**config.mk**
```make
export PLATFORM = sky130hd
export DESIGN_NAME = vedic_mac_accum
export DESIGN_NICKNAME = d
export VERILOG_FILES = /design/src/rtl/vedic_mac_accum.sv
export SDC_FILE = /design/constraint.sdc
export NUM_CORES = 1
export LEC_CHECK = 0
export BUFFER_PORTS_ARGS = -buffer_cell sky130_fd_sc_hd__buf_4
export CORE_MARGIN = 4
export CORE_UTILIZATION = 50
export CTS_BUF_LIST = sky130_fd_sc_hd__clkbuf_4 sky130_fd_sc_hd__clkbuf_8 sky130_fd_sc_hd__clkbuf_16
export CTS_CLUSTER_DIAMETER = 60
export DETAILED_ROUTE_END_ITERATION = 6
export GPL_ROUTABILITY_DRIVEN = 1
export PLACE_DENSITY = 0.7
export SLEW_MARGIN = 25
export SYNTH_ARGS = -nofsm -noshare
export SYNTH_HDL_FRONTEND = slang
export SYNTH_SLANG_ARGS = --single-unit
```
**constraint.sdc**
```tcl
create_clock -name clk -period 5.2 [get_ports clk]
set_clock_uncertainty 0.15 [all_clocks]
set_input_delay 0.78 -clock clk [delete_from_list [all_inputs] [get_ports clk]]
set_output_delay 0.78 -clock clk [all_outputs]
set_load 0.01 [all_outputs]
```
**src/rtl/vedic_mac_accum.sv**
```systemverilog
// Multiply-accumulate back end: sums up to FRAME_LEN unsigned products per frame and
// hands each sum out over valid/ready. Define VEDIC_ACC_SAT_EN to saturate instead of wrap.
module vedic_mac_accum #(
  parameter int PROD_W    = 32,
  parameter int ACC_W     = 40,
  parameter int FRAME_LEN = 16
) (
  input  logic              clk,
  input  logic              rst,
  input  logic              prod_valid,
  output logic              prod_ready,
  input  logic [PROD_W-1:0] prod_data,
  input  logic              prod_last,
  output logic              acc_valid,
  input  logic              acc_ready,
  output logic [ACC_W-1:0]  acc_data,
  output logic [7:0]        acc_count,
  output logic              acc_ovf
);

  typedef enum logic {ACCUM, HOLD} state_t;

  localparam logic [7:0] FRAME_END = 8'(FRAME_LEN);

  state_t           state, state_nxt;
  logic [ACC_W-1:0] sum, sum_nxt;
  logic [7:0]       count, count_inc;
  logic             ovf, ovf_nxt;
  logic [ACC_W:0]   add;
  logic             beat, close, handoff;

  assign beat      = prod_valid && prod_ready;
  assign add       = {1'b0, sum} + (ACC_W+1)'(prod_data);
  assign count_inc = count + 8'd1;
  assign ovf_nxt   = ovf | add[ACC_W];
  assign close     = (count_inc == FRAME_END) || prod_last;
  assign handoff   = (state == HOLD) && acc_ready;

`ifdef VEDIC_ACC_SAT_EN
  // Once clamped, any later nonzero add carries again, so the sum stays pinned.
  assign sum_nxt = ovf_nxt ? {ACC_W{1'b1}} : add[ACC_W-1:0];
`else
  assign sum_nxt = add[ACC_W-1:0];
`endif

  always_ff @(posedge clk) begin
    if (rst) state <= ACCUM;
    else     state <= state_nxt;
  end

  always_comb begin
    state_nxt  = state;
    prod_ready = 1'b0;
    acc_valid  = 1'b0;
    case (state)
      ACCUM: begin
        prod_ready = 1'b1;
        if (beat && close) state_nxt = HOLD;
      end
      HOLD: begin
        acc_valid = 1'b1;
        if (acc_ready) state_nxt = ACCUM;
      end
      default: state_nxt = ACCUM;
    endcase
  end

  always_ff @(posedge clk) begin
    if (rst) begin
      sum       <= '0;
      count     <= '0;
      ovf       <= 1'b0;
      acc_data  <= '0;
      acc_count <= '0;
      acc_ovf   <= 1'b0;
    end else if (beat) begin
      sum   <= sum_nxt;
      count <= count_inc;
      ovf   <= ovf_nxt;
      if (close) begin
        acc_data  <= sum_nxt;
        acc_count <= count_inc;
        acc_ovf   <= ovf_nxt;
      end
    end else if (handoff) begin
      // Result registers keep the last sum; only the running frame state restarts.
      sum   <= '0;
      count <= '0;
      ovf   <= 1'b0;
    end
  end

endmodule
```
Word-level counts from Yosys, hierarchy flattened --
Index checks and enable logic that the tools add are counted.
Storage, ports and cells: bits in registers 99
Operators by class: reductions and logical operators 6, bitwise operators 2, muxes and demuxes 11, $add $sub $neg 2, eq/ne operators 1
Operators by type and width (count):
- $mux 40 | 2
- $add 40x32->41 | 1
- $mux 8 | 2
- $add 8x1->8 const B | 1
- $eq 8x5->1 const B | 1
- $mux 1 | 6
- $logic_and 1x1->1 | 3
- $pmux 1 s2 | 1
- $reduce_and 2->1 | 1
- $reduce_bool 2->1 | 1
- $logic_or 1x1->1 | 1
- $not 1->1 | 1
- $or 1x1->1 | 1

Longest topological paths before layout --
Gate-level depths: netlist of the first run.
depth after elaboration 6, depth in mapped cells 11, mapped depth without buffers 10

Worst setup path before layout of the first run --
No wires, ideal clock.
kind input to register, start in prod_data[9], end reg sum[33], arrival 2.952 ns, path slack 1.978 ns, library setup time 0.120 ns, cell stages on the path 10, buffers on the path 1, required time 4.930 ns, path through ha_1 > buf_2 > and3_1 > nand3_1 > or4_4 > a2111oi_4 > nor2_2 > o31ai_4 > nor3_1 > a211o_1
On the way: longest elaborated chain between the ends 2
Ends and longest elaborated chain:
- from (decl) | RTL line 12 | input logic [PROD_W-1:0] prod_data,
- $add 40x32->41 | RTL line 33 | assign add = {1'b0, sum} + (ACC_W+1)'(prod_data);
- $mux 40 | RTL line 76 | end else if (beat) begin
- to (signal assigned) | RTL line 77 | sum <= sum_nxt;
- to (decl) | RTL line 26 | logic [ACC_W-1:0] sum, sum_nxt;
No other way between the ends. A chain may end at the register's enable or synchronous reset.

Worst setup path after layout of the first run --
start in prod_data[0], end reg acc_data[38]
On the way: longest elaborated chain between the ends 1
Ends and longest elaborated chain:
- $add 40x32->41 | RTL line 33
- to (signal assigned) | RTL line 81 | acc_data <= sum_nxt;
- to (decl) | RTL line 16 | output logic [ACC_W-1:0] acc_data,
No other way between the ends.

==> metrics.yaml, run 1 <==
outcome: "finished, final reports clean"
n_fill_cell: 1017
register_area_um2: 1980
yosys-top-cells-area: "dfxtp_1, ha_1, nand2_1, nor2_1, a21oi_1"
vias_per_cell: 5.92
cp_data_required_time_ps: 5310
post_cts_buffers: 0
p_leak_nw: 2.81
dp_cells: 918
total_power_mw: 2.23
ys_types: 61
worstSkewPairLatency_ps: 360
crit_path_max_fanout: 18
syn_to_final_growth_pct: 17.8
worst_pin_slew_ps: 1040
swShare_pct: 32.1
rsz0062_at_grt: "no"
syn_inst: 735
final_util_pct: 61.3
fin_crit_sh_pct: 67.0
antenna_found_initial: 0
drt_iter0_drc: 314
worstHoldPathType: "reg -> reg"
totalNegativeSetupSlack_ps: 0
grt_pass1_wl_mm: 25.5
grt_pass1_vias: 5203
cts_inserted_buffers: 9
row_count: 38
cts_buffer_depth: 2
slew_headroom_pct: 30.9
slew_viol_final: 0
p_seq_share_pct: 38.5
first_pass_iters: 5
final_nets: 860
vias: 5521
diodes: 0
async_reset_ff_share_pct: 0
p_clk_share_pct: 32.9
dieWidth_um: 115
clk_pin_slew_ps: 70
ir_drop_uv: 244
cts_hold_buf: 0
drv_cap: 0
pin_count: 88
worst-setup-path-type: "in -> reg"
layout_min_cycle_time_ps: 3480
syn_area_um2: 5730
cp-end-kind: "register"
ys_warn_count: 0
final_hold_viol_count: 0
multiInputGateArea_um2: 3540
synth_edf_count: 0
routabilityCongestion: 0.919
postSynthAreaPerCell_um2: 7.80
io_buffer_count: 87
whs_ps: 304
cts_tree: "yes"
gr-total-overflow: 0
synth_fp_nets: 806
max_freq_mhz: 287
yosys.area.top_type_share_pct: 34.6
start_util_pct: 52.0
drive_gt1_share_pct: 15.9
place_hpwl_mm: 10.9
core_area_um2: 11000
yosysMostFrequentCell: "dfxtp_1"
die_area_um2: 13200
finalSetupViolCount: 0
grt_max_degree: 99
ant_nets: 0
ctsResizeCount: 0
synth_seq_cells: 99
ys_seq_area_share_pct: 34.6
remaining_drc_errors: 0
start_kind: "input port"
wl_per_cell_um: 16.6
p_per_area_nw_per_um2: 330
internal_power_mw: 1.52
synth_common_cells: "dfxtp_1, nand2_1, nor2_1"
finalWirelength_mm: 15.4
cts_root_buf: "clkbuf_16"
cp.arrival_ps: 3590
htree_num_levels: 3
clock_sinks: 99
grt_usage_pct: 23.7
die_h_um: 115
synth_top_cell_by_area: "dfxtp_1"
power_frac_comb_pct: 28.6
switching_power_mw: 0.716
final_cell_count_no_fill: 933
synth_ff_type: "dfxtp_1"
-- registers in the layout, indices dropped and copies added, names as in the netlist --
register   flops
acc_data      40
sum           40
acc_ovf        1
state          1
acc_count      8
count          8
ovf            1
-- routing by layer --
metal / GRT usage [%] / up-vias / wire length (um)
met1: 33.4 / 2577 / 7300
met4: 9.00 / 0 / 278
met3: 4.32 / 20 / 1030
met5: 0 / - / 0
li1: - / 2756 / -
met2: 36.0 / 168 / 6840
-- power by group through the flow --
| stage | clock network (mW) | logic (mW) | registers, mW |
|---|---|---|---|
| after floorplan | 0 | 0.437 | 0.882 |
| after global placement | 0 | 0.624 | 0.874 |
| after detailed placement | 0 | 0.630 | 0.876 |
| after CTS | 0.744 | 0.635 | 0.860 |
| after global routing | 0.773 | 0.709 | 0.868 |
| final | 0.734 | 0.637 | 0.860 |
-- worst paths after layout --
path | start | endpoint | slack (ps) | cells past startpoint
worst max-delay path | prod_data[0] | acc_data[38]$_SDFFE_PP0P_ | 1720 | 11
worst min-delay path | acc_data[19]$_SDFFE_PP0P_ | acc_data[19]$_SDFFE_PP0P_ | 300 | 2
worst max register to register | sum[0]$_SDFFE_PP0P_ | acc_data[38]$_SDFFE_PP0P_ | 1950 | 10
worst min register to register | acc_data[19]$_SDFFE_PP0P_ | acc_data[19]$_SDFFE_PP0P_ | 300 | 2
-- final cells by class --
cell class / instances / share of cell area [%]
tap: 140 / 2.59
clock inverter: 4 / 1.09
inverter: 12 / 0.667
sequential: 99 / 29.3
clock buffer: 11 / 3.65
timing repair buffer: 93 / 10.3
multi-input combinational: 574 / 52.3
-- worst max-delay path, stage by stage --
cell and delay (ps):
buf_4 110, ha_1 230, fa_1 410, a21oi_1 200, nor2_1 90, nor2_1 280, o311a_1 270, nor3_1 100
o41ai_4 670, o21ai_0 160, a311oi_1 280
-- kinds of logic after synthesis --
group | Yosys count | synth area share [%]
flops | 99 | 34.6
fa+ha+maj | 34 | 7.55
compound gates | 220 | 26.1
buf+inv | 62 | 4.19
xor+xnor | 33 | 5.04
mux | 1 | 0.175
simple gates | 286 | 22.4
-- through the flow --
stage                     setup WS, ps  instance area (um^2)
after floorplan                   1980                  5730
after global placement            1480                  6440
after detailed placement          1350                  6440
after CTS                         1700                  6760
after global routing              1350                  6760
final                             1720                  6760
-- placed cells by master (no fill, tap or decap), types with 6 or more instances in the layout --
cell,n
nor3_1,21
xor2_1,9
or4_1,6
dfxtp_1,99
nand2_1,95
o21a_1,10
nor2_1,93
nand3_1,23
buf_4,93
inv_1,12
o21ai_0,30
a21oi_1,61
nand4_1,14
ha_1,33
a211oi_1,11
a22oi_1,31
a21o_1,13
a211o_1,7
xnor2_1,24
and3_1,8
a31oi_1,14
clkbuf_16,9
(Power assumes the default switching activity.)
==> inputs of run 2 (changes only) <==
--- a/config.mk
+++ b/config.mk
@@ -5,6 +5,7 @@
 export SDC_FILE = /design/constraint.sdc
 export NUM_CORES = 1
 export LEC_CHECK = 0
+export ABC_AREA = 1
 export BUFFER_PORTS_ARGS = -buffer_cell sky130_fd_sc_hd__buf_4
 export CORE_MARGIN = 4
 export CORE_UTILIZATION = 50
@@ -12,7 +13,7 @@
 export CTS_CLUSTER_DIAMETER = 60
 export DETAILED_ROUTE_END_ITERATION = 6
 export GPL_ROUTABILITY_DRIVEN = 1
-export PLACE_DENSITY = 0.7
+export PLACE_DENSITY = 0.69
 export SLEW_MARGIN = 25
 export SYNTH_ARGS = -nofsm -noshare
 export SYNTH_HDL_FRONTEND = slang
==> constraint.sdc (replaced) <==
create_clock -name clk -period 3.3 [get_ports clk]
set_clock_uncertainty 0.15 [all_clocks]
set_input_delay 0.495 -clock clk [delete_from_list [all_inputs] [get_ports clk]]
set_output_delay 0.495 -clock clk [all_outputs]
set_load 0.01 [all_outputs]
==> run 2 against run 1 <==
- synthesized cell count up 42%
- wire length is 12% higher
- utilization decreased by 2.1 points
- critical endpoint is now acc_data[11]$_SDFFE_PP0P_
- worst setup slack lost 950 ps
- flip-flop and latch count unchanged
- combinational power up 65%
- sequential power is 57% higher
- worst hold slack got worse by 28 ps
- via count up 18%
- first-iteration DRC count is 50% higher
==> metrics.yaml, run 2 <==
final_hold_viol_count: 0  # unchanged
post_cts_buffers: 0  # unchanged
yosysMostFrequentCell: "nand2_1"
dpl_cell_area_um2: 7120  # +11%
cts_tree: "yes"
first_pass_iters: 5  # unchanged
critical_path.max_stage_delay_ps: 430  # -240 ps
cp-end-kind: "register"
routabilityCongestion: 0.973  # +5.9%
antenna_found_initial: 0  # unchanged
r2r_slack_ps: 770  # -1180 ps
switching_power_mw: 1.24  # +73%
grt_pass1_wl_mm: 29.0  # +14%
register_area_um2: 1980  # unchanged
ys_types: 36  # -41%
grt_usage_pct: 24.4  # +0.75 points
rsz0062_at_grt: "no"
layout_commonest_cell: "nand2_1"
core_area_um2: 12600  # +14%
hp-start: "rst"
syn_area_um2: 6390  # +12%
postSynthAreaPerCell_um2: 6.11  # -22%
swShare_pct: 35.1  # +3.1 points
r2r-start: "count[0]$_SDFFE_PP0P_"
start_kind: "register"
synth_ff_type: "dfxtp_1"
yosys-top-cells-area: "dfxtp_1, nand2_1, inv_1, a21oi_1, nor2_1"
n_fill_cell: 1320  # +30%
slew_headroom_pct: 39.4  # +8.5 points
vias: 6512  # +18%
crit_path_max_fanout: 53  # +35
layout_min_cycle_time_ps: 2530
synth_top_cell_by_area: "dfxtp_1"
htree_num_levels: 3  # unchanged
cp_top_family: "simple AND/OR/NAND/NOR gates"
cts_root_buf: "clkbuf_16"
finalSetupViolCount: 0  # unchanged
ant_nets: 0  # unchanged
cp_slowest_cell: "dfxtp_1"
cts_buffer_depth: 2  # unchanged
final_cell_mix: "nand2_1, inv_1, nor2_1, dfxtp_1, a21oi_1"
p_seq_share_pct: 38.3  # -0.2 points
clk_pin_slew_ps: 80  # about the same
grt_max_degree: 57  # -42%
max_freq_mhz: 395
cp.depth: 14  # +3
place_hpwl_mm: 12.5  # +14%
grt_pass1_vias: 6089  # +17%
row_count: 41  # +7.9%
final_area_um2: 7430  # +10%
cp.arrival_ps: 2630  # -960 ps
drv_cap: 0  # unchanged
die_area_um2: 14700  # +11%
ys_warn_count: 0  # unchanged
drt_iter0_drc: 471  # +50%
syn_inst: 1046  # +42%
p_leak_nw: 3.75  # +34%
finalWirelength_mm: 17.3  # +12%
dieWidth_um: 121  # +5.2%
worstSkewPairLatency_ps: 360  # about the same
clock_sinks: 99  # unchanged
endpoint: "acc_data[11]$_SDFFE_PP0P_"
total_power_mw: 3.53  # +58%
worst-setup-path-type: "reg -> reg"
worstPathCellList: "ha_1 > nand2_1 > inv_2 > nand3b_1 > nand2_1 > nand2_1 > nor2_1 > nand3_2 > nand2_4 > nand2_8 > inv_6 > nand2_1 > o21ai_1 > nor2_1"
internal_power_mw: 2.29  # +51%
diodes: 0  # unchanged
io_buffer_count: 87  # unchanged
die_h_um: 121  # +5.2%
synth_seq_cells: 99  # unchanged
remaining_drc_errors: 0  # unchanged
worst_pin_slew_ps: 909  # -128 ps
cp_data_required_time_ps: 3400  # -1910 ps
synth_common_cells: "nand2_1, inv_1, nor2_1"
p_clk_share_pct: 31.9  # -1.0 points
ctsResizeCount: 0  # unchanged
synth_edf_count: 0  # unchanged
pin_count: 88  # unchanged
cp-startpoint: "count[0]$_SDFFE_PP0P_"
slew_viol_final: 0  # unchanged
yosys.area.top_type_share_pct: 31.0  # -3.6 points
cts_inserted_buffers: 9  # unchanged
start_util_pct: 50.9  # -1.1 points
totalNegativeSetupSlack_ps: 0  # unchanged
p_per_area_nw_per_um2: 475  # +44%
syn_to_final_growth_pct: 16.2
power_frac_comb_pct: 29.7  # +1.1 points
ir_drop_uv: 247  # +1.2%
cts_hold_buf: 0  # unchanged
wl_per_cell_um: 13.3  # -19%
path_common_cell: "nand2_1"
multiInputGateArea_um2: 3710  # +4.8%
ys_seq_area_share_pct: 31.0  # -3.6 points
vias_per_cell: 5.03  # -15%
path_buf_inv: 2  # +1
synth_fp_nets: 1117  # +39%
fin_crit_sh_pct: 76.8
async_reset_ff_share_pct: 0  # unchanged
worstHoldPathType: "in -> reg"
gr-total-overflow: 0  # unchanged
rr_worst_depth: 14  # +4
drive_gt1_share_pct: 10.9  # -5.0 points
final_nets: 1189  # +38%
r2r-end: "acc_data[11]$_SDFFE_PP0P_"
outcome: "finished, final reports clean"
reg_top3: "acc_data x40, sum x40"
run 2: power by group through the flow:
stage / Sequential [mW] / Combinational (mW) / Clock (mW)
global placement: 1.38 / 1.03 / 0
detailed placement: 1.38 / 1.04 / 0
CTS: 1.35 / 1.04 / 1.15
floorplan: 1.39 / 0.717 / 0
global route: 1.37 / 1.19 / 1.19
finish: 1.35 / 1.05 / 1.13
run 2: worst min-delay path by stage:
stage	endpoint	slack, ps	cells past startpoint
2_1_floorplan	sum[0]$_SDFFE_PP0P_	290	2
3_3_place_gp	sum[0]$_SDFFE_PP0P_	310	2
3_5_place_dp	sum[0]$_SDFFE_PP0P_	310	2
4_1_cts	state$_SDFF_PP0_	270	4
5_1_grt	acc_data[13]$_SDFFE_PP0P_	290	2
6_report	acc_data[13]$_SDFFE_PP0P_	280	2
run 2: area by class of cell:
| cell class | count | area share [%] |
|---|---|---|
| tap | 172 | 2.90 |
| multi-input combinational | 775 | 49.9 |
| timing repair buffer | 90 | 9.09 |
| sequential | 99 | 26.7 |
| clock inverter | 6 | 1.03 |
| inverter | 143 | 7.29 |
| clock buffer | 10 | 3.13 |
run 2: logic make-up (layout without fill, tap and decap cells):
group,after synthesis,in the layout,synth area share (%)
compound gates,148,148,12.1
fa+ha+maj,34,34,6.77
buf+inv,172,249,11.0
simple gates,569,569,35.9
flops,99,99,31.0
xor+xnor,24,24,3.29
run 2: through the flow:
stage,cells,hold slack [ps],setup slack [ps],utilization [%]
finish,1295,276,766,59.1
global route,1295,287,494,59.1
CTS,1295,272,770,59.1
detailed placement,1279,310,541,56.7
global placement,1279,308,567,56.7
floorplan,1046,295,1030,-
run 2: layer usage:
layer | part of all wire, % | GRT usage, %
met4 | 2.1 | 8.14
met3 | 6.2 | 2.84
met2 | 43 | 38.6
met5 | 0 | 0
met1 | 49 | 34.6
